--- src/rtl/acs_unit_k3.sv ---
// ---------------------------------------------------------------------------
// acs_unit_k3
//   Add-compare-select stage of a rate-1/2, K=3 (generators 7,5 octal),
//   4-state hard-decision Viterbi decoder.  Each accepted step takes one
//   received 2-bit symbol and does the following:
//     - forms the Hamming branch metric for every trellis branch;
//     - adds it to the predecessor path metric, saturating at 2**PM_W-1;
//     - keeps the smaller of the two candidates for each state;
//     - subtracts the minimum new metric so that one metric is always 0.
//   It reports one survivor decision bit per state to the traceback stage.
//
//   Handshake (both sides use strict valid/ready):
//     A symbol transfers on a rising clk edge where sym_valid & sym_ready.
//     A result transfers on a rising clk edge where dec_valid & dec_ready.
//     sym_ready is combinational: it is high when rst_n is high, start is
//     low, and the output register is empty or is being drained this cycle.
//     This lets the stage take one step per cycle under full throughput.
//     While a result is stalled, every output holds and no step fires.
//
// Ports
//   clk         in   1       rising-edge clock
//   rst_n       in   1       synchronous reset, active low
//   start       in   1       one-cycle frame restart (reload initial metrics)
//   sym_valid   in   1       sym_in is valid
//   sym_in      in   2       received symbol {g0_bit, g1_bit}
//   sym_ready   out  1       a step can be accepted this cycle
//   dec_valid   out  1       dec_bits/best_state/pm_out hold a new result
//   dec_ready   in   1       downstream accepts the result
//   dec_bits    out  4       bit n = 1: state n survivor came from p1
//   best_state  out  2       lowest index whose normalised metric is 0
//   pm_out      out  4*PM_W  {pm3,pm2,pm1,pm0}, registered path metrics
// ---------------------------------------------------------------------------
module acs_unit_k3 #(
  parameter int PM_W    = 8,
  parameter int PM_INIT = 16
) (
  input  logic              clk,
  input  logic              rst_n,
  input  logic              start,
  input  logic              sym_valid,
  input  logic [1:0]        sym_in,
  output logic              sym_ready,
  output logic              dec_valid,
  input  logic              dec_ready,
  output logic [3:0]        dec_bits,
  output logic [1:0]        best_state,
  output logic [4*PM_W-1:0] pm_out
);

  localparam logic [PM_W-1:0] PM_MAX    = '1;
  localparam logic [PM_W-1:0] PM_INIT_V = PM_W'(PM_INIT);

  // -------------------------------------------------------------------------
  // Branch metric: Hamming distance between the received symbol and the
  // encoder output for predecessor p = {s1,s0} driven by input bit u.
  // -------------------------------------------------------------------------
  function automatic logic [2:0] branch_metric(input logic [1:0] p,
                                               input logic       u,
                                               input logic [1:0] sym);
    logic [1:0] expected;
    logic [1:0] diff;
    expected = {u ^ p[1] ^ p[0], u ^ p[0]};
    diff     = sym ^ expected;
    return {2'b00, diff[1]} + {2'b00, diff[0]};
  endfunction

  // -------------------------------------------------------------------------
  // State
  // -------------------------------------------------------------------------
  logic [3:0][PM_W-1:0] pm_q;
  logic [3:0][PM_W-1:0] pm_d;
  logic                 dec_valid_q;
  logic [3:0]           dec_bits_q;
  logic [3:0]           dec_bits_d;
  logic [1:0]           best_state_q;
  logic [1:0]           best_state_d;

  logic                 fire;

  assign sym_ready = rst_n & ~start & (~dec_valid_q | dec_ready);
  assign fire      = sym_valid & sym_ready;

  // -------------------------------------------------------------------------
  // ACS butterflies.  For next state ns = {u,s1} the two predecessors share
  // s1 = ns[0] and differ in the oldest bit: p0 = {ns[0],0}, p1 = {ns[0],1}.
  // The sum is one bit wider than a metric so saturation is exact.
  // -------------------------------------------------------------------------
  logic [3:0][PM_W-1:0] acs_pm;

  for (genvar g = 0; g < 4; g++) begin : g_acs
    localparam int   P0 = (g % 2) * 2;
    localparam int   P1 = P0 + 1;
    localparam logic U  = 1'(g / 2);

    logic [2:0]      bm0;
    logic [2:0]      bm1;
    logic [PM_W:0]   sum0;
    logic [PM_W:0]   sum1;
    logic [PM_W-1:0] cand0;
    logic [PM_W-1:0] cand1;

    assign bm0   = branch_metric(2'(P0), U, sym_in);
    assign bm1   = branch_metric(2'(P1), U, sym_in);
    assign sum0  = {1'b0, pm_q[P0]} + (PM_W+1)'(bm0);
    assign sum1  = {1'b0, pm_q[P1]} + (PM_W+1)'(bm1);
    assign cand0 = sum0[PM_W] ? PM_MAX : sum0[PM_W-1:0];
    assign cand1 = sum1[PM_W] ? PM_MAX : sum1[PM_W-1:0];

    // Strict compare: a tie keeps p0 and reports decision 0.
    assign dec_bits_d[g] = (cand1 < cand0);
    assign acs_pm[g]     = dec_bits_d[g] ? cand1 : cand0;
  end

  // -------------------------------------------------------------------------
  // Normalisation: subtract the minimum of the four survivors.  Every
  // survivor is >= the minimum, so the subtraction never underflows.
  // -------------------------------------------------------------------------
  logic [PM_W-1:0] min01;
  logic [PM_W-1:0] min23;
  logic [PM_W-1:0] min_all;

  assign min01   = (acs_pm[1] < acs_pm[0]) ? acs_pm[1] : acs_pm[0];
  assign min23   = (acs_pm[3] < acs_pm[2]) ? acs_pm[3] : acs_pm[2];
  assign min_all = (min23 < min01) ? min23 : min01;

  always_comb begin
    for (int i = 0; i < 4; i++) begin
      pm_d[i] = acs_pm[i] - min_all;
    end
  end

  // Lowest index holding the minimum, i.e. the lowest normalised zero.
  always_comb begin
    best_state_d = 2'd3;
    if (acs_pm[0] == min_all) begin
      best_state_d = 2'd0;
    end else if (acs_pm[1] == min_all) begin
      best_state_d = 2'd1;
    end else if (acs_pm[2] == min_all) begin
      best_state_d = 2'd2;
    end
  end

  // -------------------------------------------------------------------------
  // Registers.  Reset and start share one path.  Start outranks a fire
  // because sym_ready is low during start, and it drops any pending result.
  // -------------------------------------------------------------------------
  always_ff @(posedge clk) begin
    if (!rst_n || start) begin
      pm_q[0]      <= '0;
      pm_q[1]      <= PM_INIT_V;
      pm_q[2]      <= PM_INIT_V;
      pm_q[3]      <= PM_INIT_V;
      dec_valid_q  <= 1'b0;
      dec_bits_q   <= 4'b0000;
      best_state_q <= 2'd0;
    end else if (fire) begin
      pm_q         <= pm_d;
      dec_valid_q  <= 1'b1;
      dec_bits_q   <= dec_bits_d;
      best_state_q <= best_state_d;
    end else if (dec_ready) begin
      dec_valid_q  <= 1'b0;
    end
  end

  assign dec_valid  = dec_valid_q;
  assign dec_bits   = dec_bits_q;
  assign best_state = best_state_q;
  assign pm_out     = pm_q;

endmodule
--- config.mk ---
export PLATFORM = sky130hd
export DESIGN_NAME = acs_unit_k3
export DESIGN_NICKNAME = d
export VERILOG_FILES = /design/src/rtl/acs_unit_k3.sv
export SDC_FILE = /design/constraint.sdc
export NUM_CORES = 1
export LEC_CHECK = 0
export BUFFER_PORTS_ARGS = -buffer_cell sky130_fd_sc_hd__buf_2
export CORE_AREA = 2 2 106 108
export CTS_BUF_LIST = sky130_fd_sc_hd__clkbuf_8
export CTS_CLUSTER_DIAMETER = 50
export DETAILED_ROUTE_END_ITERATION = 12
export DIE_AREA = 0 0 108 110
export PLACE_DENSITY = 0.94
export SLEW_MARGIN = 5
export SYNTH_ARGS = -nofsm -noshare
export SYNTH_HDL_FRONTEND = slang
export SYNTH_SLANG_ARGS = --single-unit
--- constraint.sdc ---
create_clock -name clk -period 34.6 [get_ports clk]
set_input_delay 6.92 -clock clk [delete_from_list [all_inputs] [get_ports clk]]
set_output_delay 6.92 -clock clk [all_outputs]
set_load 0.005 [all_outputs]
==> run_results.csv, run 1 <==
group,metric,value,unit
synth,ys_warn_count,0,
cts,hold_buffers,0,
synth,async_reset_ff_share,0,%
sta,fin_crit_sh,48.0,%
global_route,grt_antenna_before_repair,0,
worst_setup_path,r2r-start,"pm_out[24]$_SDFFE_PP0P_",
cts,clk_path_buf_depth,2,
cts,cts_buffers,5,
floorplan,die_width,108,µm
routing,drc_errors,0,
floorplan,start_util,64.0,%
synth,synth.avg_cell_area,7.34,µm²
global_route,overflow,0,
sta,relSlewSlack,21.2,%
sta,hold_violations,0,
cts,htree_levels,2,
sta,setup-tns-final,0,ns
sta,post-route-min-period,16.60,ns
worst_setup_path,reg2reg_setup_slack,24.94,ns
global_route,grt_max_degree,55,
sta,maxSlewViolCount,0,
cells_and_area,final_layout_size_suffix_gt1_share,11.9,%
synth,synth_edf_count,0,
worst_setup_path,crit_top_cell,"ha_1",
cells_and_area,area_delta_synth_final,5.04,%
sta,fmax,60.3,MHz
sta,clock_skew,0.0104,ns
worst_setup_path,startpoint,"sym_in[0]",
placed_design,dpl.hpwl,16.0,mm
routing,wl_met1,8.66,mm
synth,yosysUniqueCellTypes,97,
cts,clk_latency,0.32,ns
cells_and_area,fin_nets,1025,
global_route,gr-usage-all-layers,35.1,%
cts,clockRootBuffer,"clkbuf_8",
placed_design,dp_cells,1083,
routing,routed_via_density,6.80,
routing,wl,20.7,mm
cts,postCtsResizedCells,0,
hold_path,worstHoldStart,"best_state[1]$_SDFFE_PP0P_",
worst_setup_path,max_stage_delay,0.52,ns
sta,rsz0062_at_grt,"no",
routing,wl_met3,2.29,mm
worst_setup_path,startpoint_type,"input pin",
cts,clock_sinks,39,
routing,wl_met2,9.11,mm
worst_setup_path,crit_path_max_fanout,8,
sta,setup_viol,0,
synth,synthCells,934,
routing,first_pass_iters,6,
sta,tightestPinTransition,1.17,ns
routing,highest_layer,"met4",
cells_and_area,num_antenna_cells,0,
global_route,grt_pass1_vias,6754,
run_status,status,"finished clean",
routing,ant_nets,0,
synth,synth_seq_cells,39,
synth,synth-seq-area-share,11.4,%
cts,cts_setup_buffers,0,
synth,synth_fp_nets,1009,
floorplan,fp.dieH,110,µm
cells_and_area,fin_area,7200,µm²
cells_and_area,seqCellArea,781,µm²
worst_setup_path,cp.required,34.81,ns
worst_setup_path,crit_path_end_kind,"register",
cells_and_area,stdcell_count,1091,
cells_and_area,n_fill_cell,930,
routing,vias,7424,
cts,clk_pin_slew,0.09,ns
cts,tritoncts,"built",
worst_setup_path,cp_slowest_cell,"or3b_1",
placed_design,placed_area,7110,µm²
routing,wl_per_cell,19.0,µm
floorplan,core,10700,µm²
routing,first_iter_violations,922,
cells_and_area,multi_input_comb_area,5670,µm²
floorplan,num_rows,38,
synth,synthesis.area,6850,µm²
placed_design,port_buffers,46,
floorplan,die-area,11900,µm²
worst_setup_path,cp.arrival,16.80,ns
placed_design,finalWeightedCongestion,1.04,
job,cap_violations,0,
worst_setup_path,crit_type,"in2reg",
hold_path,hold_class,"reg2reg",
global_route,grt_pass1_wl,33.3,mm
floorplan,num_io_pins,47,
synth,synth_ff_type,"dfxtp_1",
-- kinds of logic after synthesis --
group,count (synthesis),synth area share (%)
AND/OR/NAND/NOR,341,25.4
AO/OA/AOI/OAI,277,28.8
buffers and inverters,101,5.93
adder cells (fa/ha/maj),75,13.5
XOR/XNOR,64,9.24
flip-flops,39,11.4
multiplexers,37,5.77
-- flip-flops by register name, indices dropped and copies added (netlist names) --
name,flops
pm_out,32
dec_valid,1
best_state,2
dec_bits,4
-- worst paths after layout --
path	to	cells past startpoint
worst min-delay path	best_state[1]$_SDFFE_PP0P_	2
worst max-delay path	pm_out[23]$_SDFFE_PP0P_	42
worst min register to register	best_state[1]$_SDFFE_PP0P_	2
worst max register to register	pm_out[23]$_SDFFE_PP0P_	38
-- stage by stage --
step	setup slack [ns]	utilization (%)	hold slack (ns)
after floorplan	18.98	-	0.448
after global placement	18.29	66.4	0.442
after detailed placement	17.85	66.4	0.447
after CTS	18.15	67.3	0.462
after global routing	17.31	67.3	0.476
final	18.01	67.3	0.459
-- cell usage in the layout (no fill, tap or decap), types with 5 or more instances in the layout --
cell | netlist | final
nand3_1 | 55 | 55
nand3b_1 | 5 | 5
ha_1 | 68 | 68
a221oi_1 | 8 | 8
o21a_1 | 11 | 11
a211oi_1 | 7 | 7
mux2_2 | 13 | 13
and2_1 | 14 | 14
a31oi_1 | 18 | 18
a211o_1 | 5 | 5
o21ai_1 | 9 | 9
nor2_1 | 71 | 71
dfxtp_1 | 39 | 39
nand4_1 | 10 | 10
maj3_1 | 5 | 5
xnor2_1 | 37 | 37
o311ai_1 | 5 | 5
nor3_1 | 19 | 19
mux2i_1 | 21 | 21
o31ai_1 | 11 | 11
clkbuf_8 | 0 | 5
buf_2 | 12 | 46
a21o_1 | 11 | 11
inv_1 | 58 | 58
nor2b_1 | 12 | 11
a21boi_0 | 5 | 5
and3_1 | 14 | 14
xor2_1 | 22 | 22
o211ai_1 | 5 | 5
nand2b_1 | 15 | 15
nand2_1 | 86 | 86
o21ai_0 | 51 | 51
a21oi_1 | 69 | 69
-- metal layers --
layer	vias to the layer above	GRT usage (%)
li1	3484	-
met1	3423	47.5
met2	443	55.4
met3	74	6.88
met4	0	13.2
met5	-	0
-- synthesized netlist by cell type, drive strengths merged (18+ instances only) --
library cell / n / share of area (%)
ha: 68 / 12
nor2: 72 / 4.0
a31oi: 21 / 2.4
nand2: 88 / 4.9
clkbuf: 23 / 1.3
xor2: 22 / 2.8
o21ai: 61 / 4.5
a21oi: 72 / 5.4
nor3: 20 / 1.6
xnor2: 37 / 4.7
dfxtp: 39 / 11
buf: 18 / 1.4
mux2i: 23 / 3.5
inv: 60 / 3.3
nand3: 56 / 4.2
-- final cells by class --
cell class              count  area share [%]
inverters                  60            3.13
flip-flops and latches     39            10.8
repair buffers             50            3.62
clock buffers               5           0.956
well taps                 140            2.43
clock inverters             3           0.278
multi-input cells         794            78.7
-- critical path, delay by kind of cell --
| family | cells | cell delay (ns) |
|---|---|---|
| AOI/OAI and AO/OA | 14 | 2.96 |
| and+or+nand+nor | 11 | 2.75 |
| adders and majority gates | 8 | 2.52 |
| muxes | 4 | 1.11 |
| buffers and inverters | 5 | 0.50 |
Power of run 1 is left out: the tool's default activity adds up to more than one toggle a clock period on the data nets, which glitch-free logic cannot reach.
==> inputs of run 2 (changes only) <==
--- a/config.mk
+++ b/config.mk
@@ -5,13 +5,14 @@
 export SDC_FILE = /design/constraint.sdc
 export NUM_CORES = 1
 export LEC_CHECK = 0
+export ABC_AREA = 1
 export BUFFER_PORTS_ARGS = -buffer_cell sky130_fd_sc_hd__buf_2
-export CORE_AREA = 2 2 106 108
+export CORE_AREA = 2 2 111 113
 export CTS_BUF_LIST = sky130_fd_sc_hd__clkbuf_8
 export CTS_CLUSTER_DIAMETER = 50
 export DETAILED_ROUTE_END_ITERATION = 12
-export DIE_AREA = 0 0 108 110
-export PLACE_DENSITY = 0.94
+export DIE_AREA = 0 0 113 115
+export PLACE_DENSITY = 0.88
 export SLEW_MARGIN = 5
 export SYNTH_ARGS = -nofsm -noshare
 export SYNTH_HDL_FRONTEND = slang
==> constraint.sdc (replaced) <==
create_clock -name clk -period 13.7 [get_ports clk]
set_input_delay 2.74 -clock clk [delete_from_list [all_inputs] [get_ports clk]]
set_output_delay 2.74 -clock clk [all_outputs]
set_load 0.005 [all_outputs]
==> run 2 against run 1 <==
Effect of this change:
- the run now ends with DRC left
- setup slack got worse by 16 ns
- area after synthesis decreased by 3.0%
- wire length increased by 0.49%
- global-route usage decreased by 2.7 points
- die area increased by 9.4%
==> run_results.csv, run 2 <==
group,metric,value,unit
run_status,status,"finished with violations",
run_status,failed_checks,"DRC",
cts,postCtsResizedCells,0,
sta,relSlewSlack,33.3,%
sta,rsz0062_at_grt,"no",
synth,synthDominantCellAreaShare,20.6,%
floorplan,die-area,13000,µm²
cells_and_area,final_core_util,60.2,%
global_route,grt_antenna_before_repair,0,
sta,fin_crit_sh,86.2,%
cts,hold_buffers,0,
worst_setup_path,r2r_end,"pm_out[15]$_SDFFE_PP0P_",
cells_and_area,largest_reg_flops,32,
worst_setup_path,crit_family,"compound AO/OA/AOI/OAI gates",
worst_setup_path,crit_path_max_fanout,16,
cells_and_area,final_common_cell,"nand2_1",
sta,setup_viol,0,
synth,synthCells,1193,
synth,synth-seq-area-share,11.7,%
routing,ant_nets,0,
synth,synth_fp_nets,1268,
routing,drc_errors,1,
placed_design,port_buffers,46,
floorplan,core,11800,µm²
synth,synth_top_cell_by_area,"nand2_1",
synth,synth.area.top_cells,"nand2_1 (21%), ha_1 (13%), dfxtp_1 (12%)",
hold_path,whs_path_depth,2,
synth,synth_seq_cells,39,
hold_path,hold_class,"reg2reg",
routing,first_iter_violations,890,
synth,async_reset_ff_share,0,%
routing,wl_per_cell,15.1,µm
worst_setup_path,crit_buf_inv,9,
cells_and_area,fin_nets,1309,
sta,hold_violations,0,
global_route,overflow,0,
synth,synth.avg_cell_area,5.57,µm²
cts,clock_sinks,39,
worst_setup_path,r2r-start,"pm_out[24]$_SDFFE_PP0P_",
cells_and_area,num_antenna_cells,0,
floorplan,fp.dieH,115,µm
job,cap_violations,0,
cells_and_area,area_delta_synth_final,7.04,%
sta,tightestPinTransition,1.00,ns
cts,tritoncts,"built",
worst_setup_path,cp.required,13.93,ns
sta,post-route-min-period,11.81,ns
sta,setup-tns-final,0,ns
hold_path,worstHoldStart,"best_state[0]$_SDFFE_PP0P_",
placed_design,finalWeightedCongestion,1.07,
worst_setup_path,crit_path_end_kind,"register",
synth,synthesis.area,6650,µm²
global_route,grt_max_degree,33,
cts,cts_setup_buffers,0,
worst_setup_path,startpoint_type,"input pin",
sta,fmax,84.7,MHz
floorplan,num_io_pins,47,
synth,synth_commonest_cells,"nand2_1 (364), inv_1 (183), nand3_1 (140)",
synth,yosysMostFrequentCell,"nand2_1",
cells_and_area,final_layout_size_suffix_gt1_share,11.5,%
routing,routed_via_density,5.69,
worst_setup_path,crit_type,"in2reg",
cts,clockRootBuffer,"clkbuf_8",
cts,cts_buffers,5,
routing,vias,7868,
cts,htree_levels,2,
worst_setup_path,cp.arrival,12.04,ns
placed_design,dpl.hpwl,17.0,mm
cts,clk_latency,0.34,ns
cts,clk_pin_slew,0.10,ns
worst_setup_path,rr_worst_depth,40,
floorplan,die_width,113,µm
routing,first_pass_iters,10,
global_route,grt_pass1_vias,7062,
synth,ys_warn_count,0,
floorplan,start_util,56.3,%
synth,yosysUniqueCellTypes,43,
worst_setup_path,reg2reg_setup_slack,4.62,ns
sta,clock_skew,0.0134,ns
sta,maxSlewViolCount,0,
synth,synth_edf_count,0,
synth,synth_ff_type,"dfxtp_1",
worst_setup_path,cp_slowest_cell,"a211oi_1",
hold_path,hold_end,"best_state[0]$_SDFFE_PP0P_",
routing,wl,20.8,mm
cells_and_area,n_fill_cell,1153,
global_route,gr-usage-all-layers,32.4,%
floorplan,num_rows,40,
cells_and_area,final_cell_mix,"nand2_1 (364), inv_1 (183), nand3_1 (140)",
cts,clk_path_buf_depth,2,
worst_setup_path,max_stage_delay,0.76,ns
global_route,grt_pass1_wl,33.8,mm
==> run 2: cell count changes in the layout (fill, tap and decap cells not counted), sizes merged, moves of 12 or more <==
cell | before | now
o21ai | 61 | 98
nand2 | 88 | 404
xnor2 | 37 | 5
and2 | 15 | 2
and3 | 14 | 1
mux2 | 14 | 0
a21oi | 72 | 43
mux2i | 23 | 0
a31oi | 21 | 0
nor2b | 12 | 0
nand3 | 56 | 152
inv | 60 | 201
nand2b | 15 | 0
nor2 | 72 | 104
==> run 2: through the flow <==
step	instances	setup slack [ns]	area, µm²	hold slack, ns
after floorplan	1193	4.00	6650	0.448
after CTS	1382	2.12	7120	0.461
final	1382	1.89	7120	0.458
after detailed placement	1374	1.78	7000	0.442
after global placement	1374	2.02	7000	0.432
after global routing	1382	1.28	7120	0.490
==> run 2: worst max path at each step <==
| stage | slack (ns) | endpoint | cells past startpoint | start |
|---|---|---|---|---|
| detailed placement | 1.78 | pm_out[15]$_SDFFE_PP0P_ | 44 | sym_in[0] |
| CTS | 2.12 | pm_out[15]$_SDFFE_PP0P_ | 44 | sym_in[0] |
| global placement | 2.02 | pm_out[15]$_SDFFE_PP0P_ | 44 | sym_in[0] |
| floorplan | 4.00 | pm_out[14]$_SDFFE_PP0P_ | 46 | sym_in[0] |
| finish | 1.89 | pm_out[15]$_SDFFE_PP0P_ | 44 | sym_in[0] |
| global route | 1.28 | pm_out[15]$_SDFFE_PP0P_ | 44 | sym_in[0] |
==> run 2: routing by layer <==
layer  vias to the layer above  routed length, µm  track usage (%)
met5                         -                  0                0
met4                         0                836             13.7
met3                        70               2020             5.96
met2                       382               9220             52.5
met1                      3514               8730             42.7
li1                       3902                  -                -
==> run 2: final cells by class <==
type,count,area [µm²],area share [%]
well taps,147,184,2.58
repair buffers,47,238,3.34
flip-flops and latches,39,781,11.0
clock buffers,5,68.8,0.967
clock inverters,3,47.5,0.668
inverters,200,751,10.6
multi-input cells,941,5050,70.9
==> run 2: cells by family (layout without fill, tap and decap cells) <==
group | after synthesis | count (layout) | synth area share [%]
and+or+nand+nor | 684 | 684 | 46.1
adders and majority gates | 68 | 68 | 12.8
xor gates and xnor gates | 19 | 19 | 2.62
buffers and inverters | 213 | 255 | 12.4
DFF | 39 | 39 | 11.7
AOI/OAI and AO/OA | 170 | 170 | 14.3
==> run 2: worst min-delay path, delay by kind of cell (launching register included) <==
kind	cells	cell delay (ns)
DFF	1	0.32
and+or+nand+nor	2	0.11
Power of run 2 is left out for the same reason.
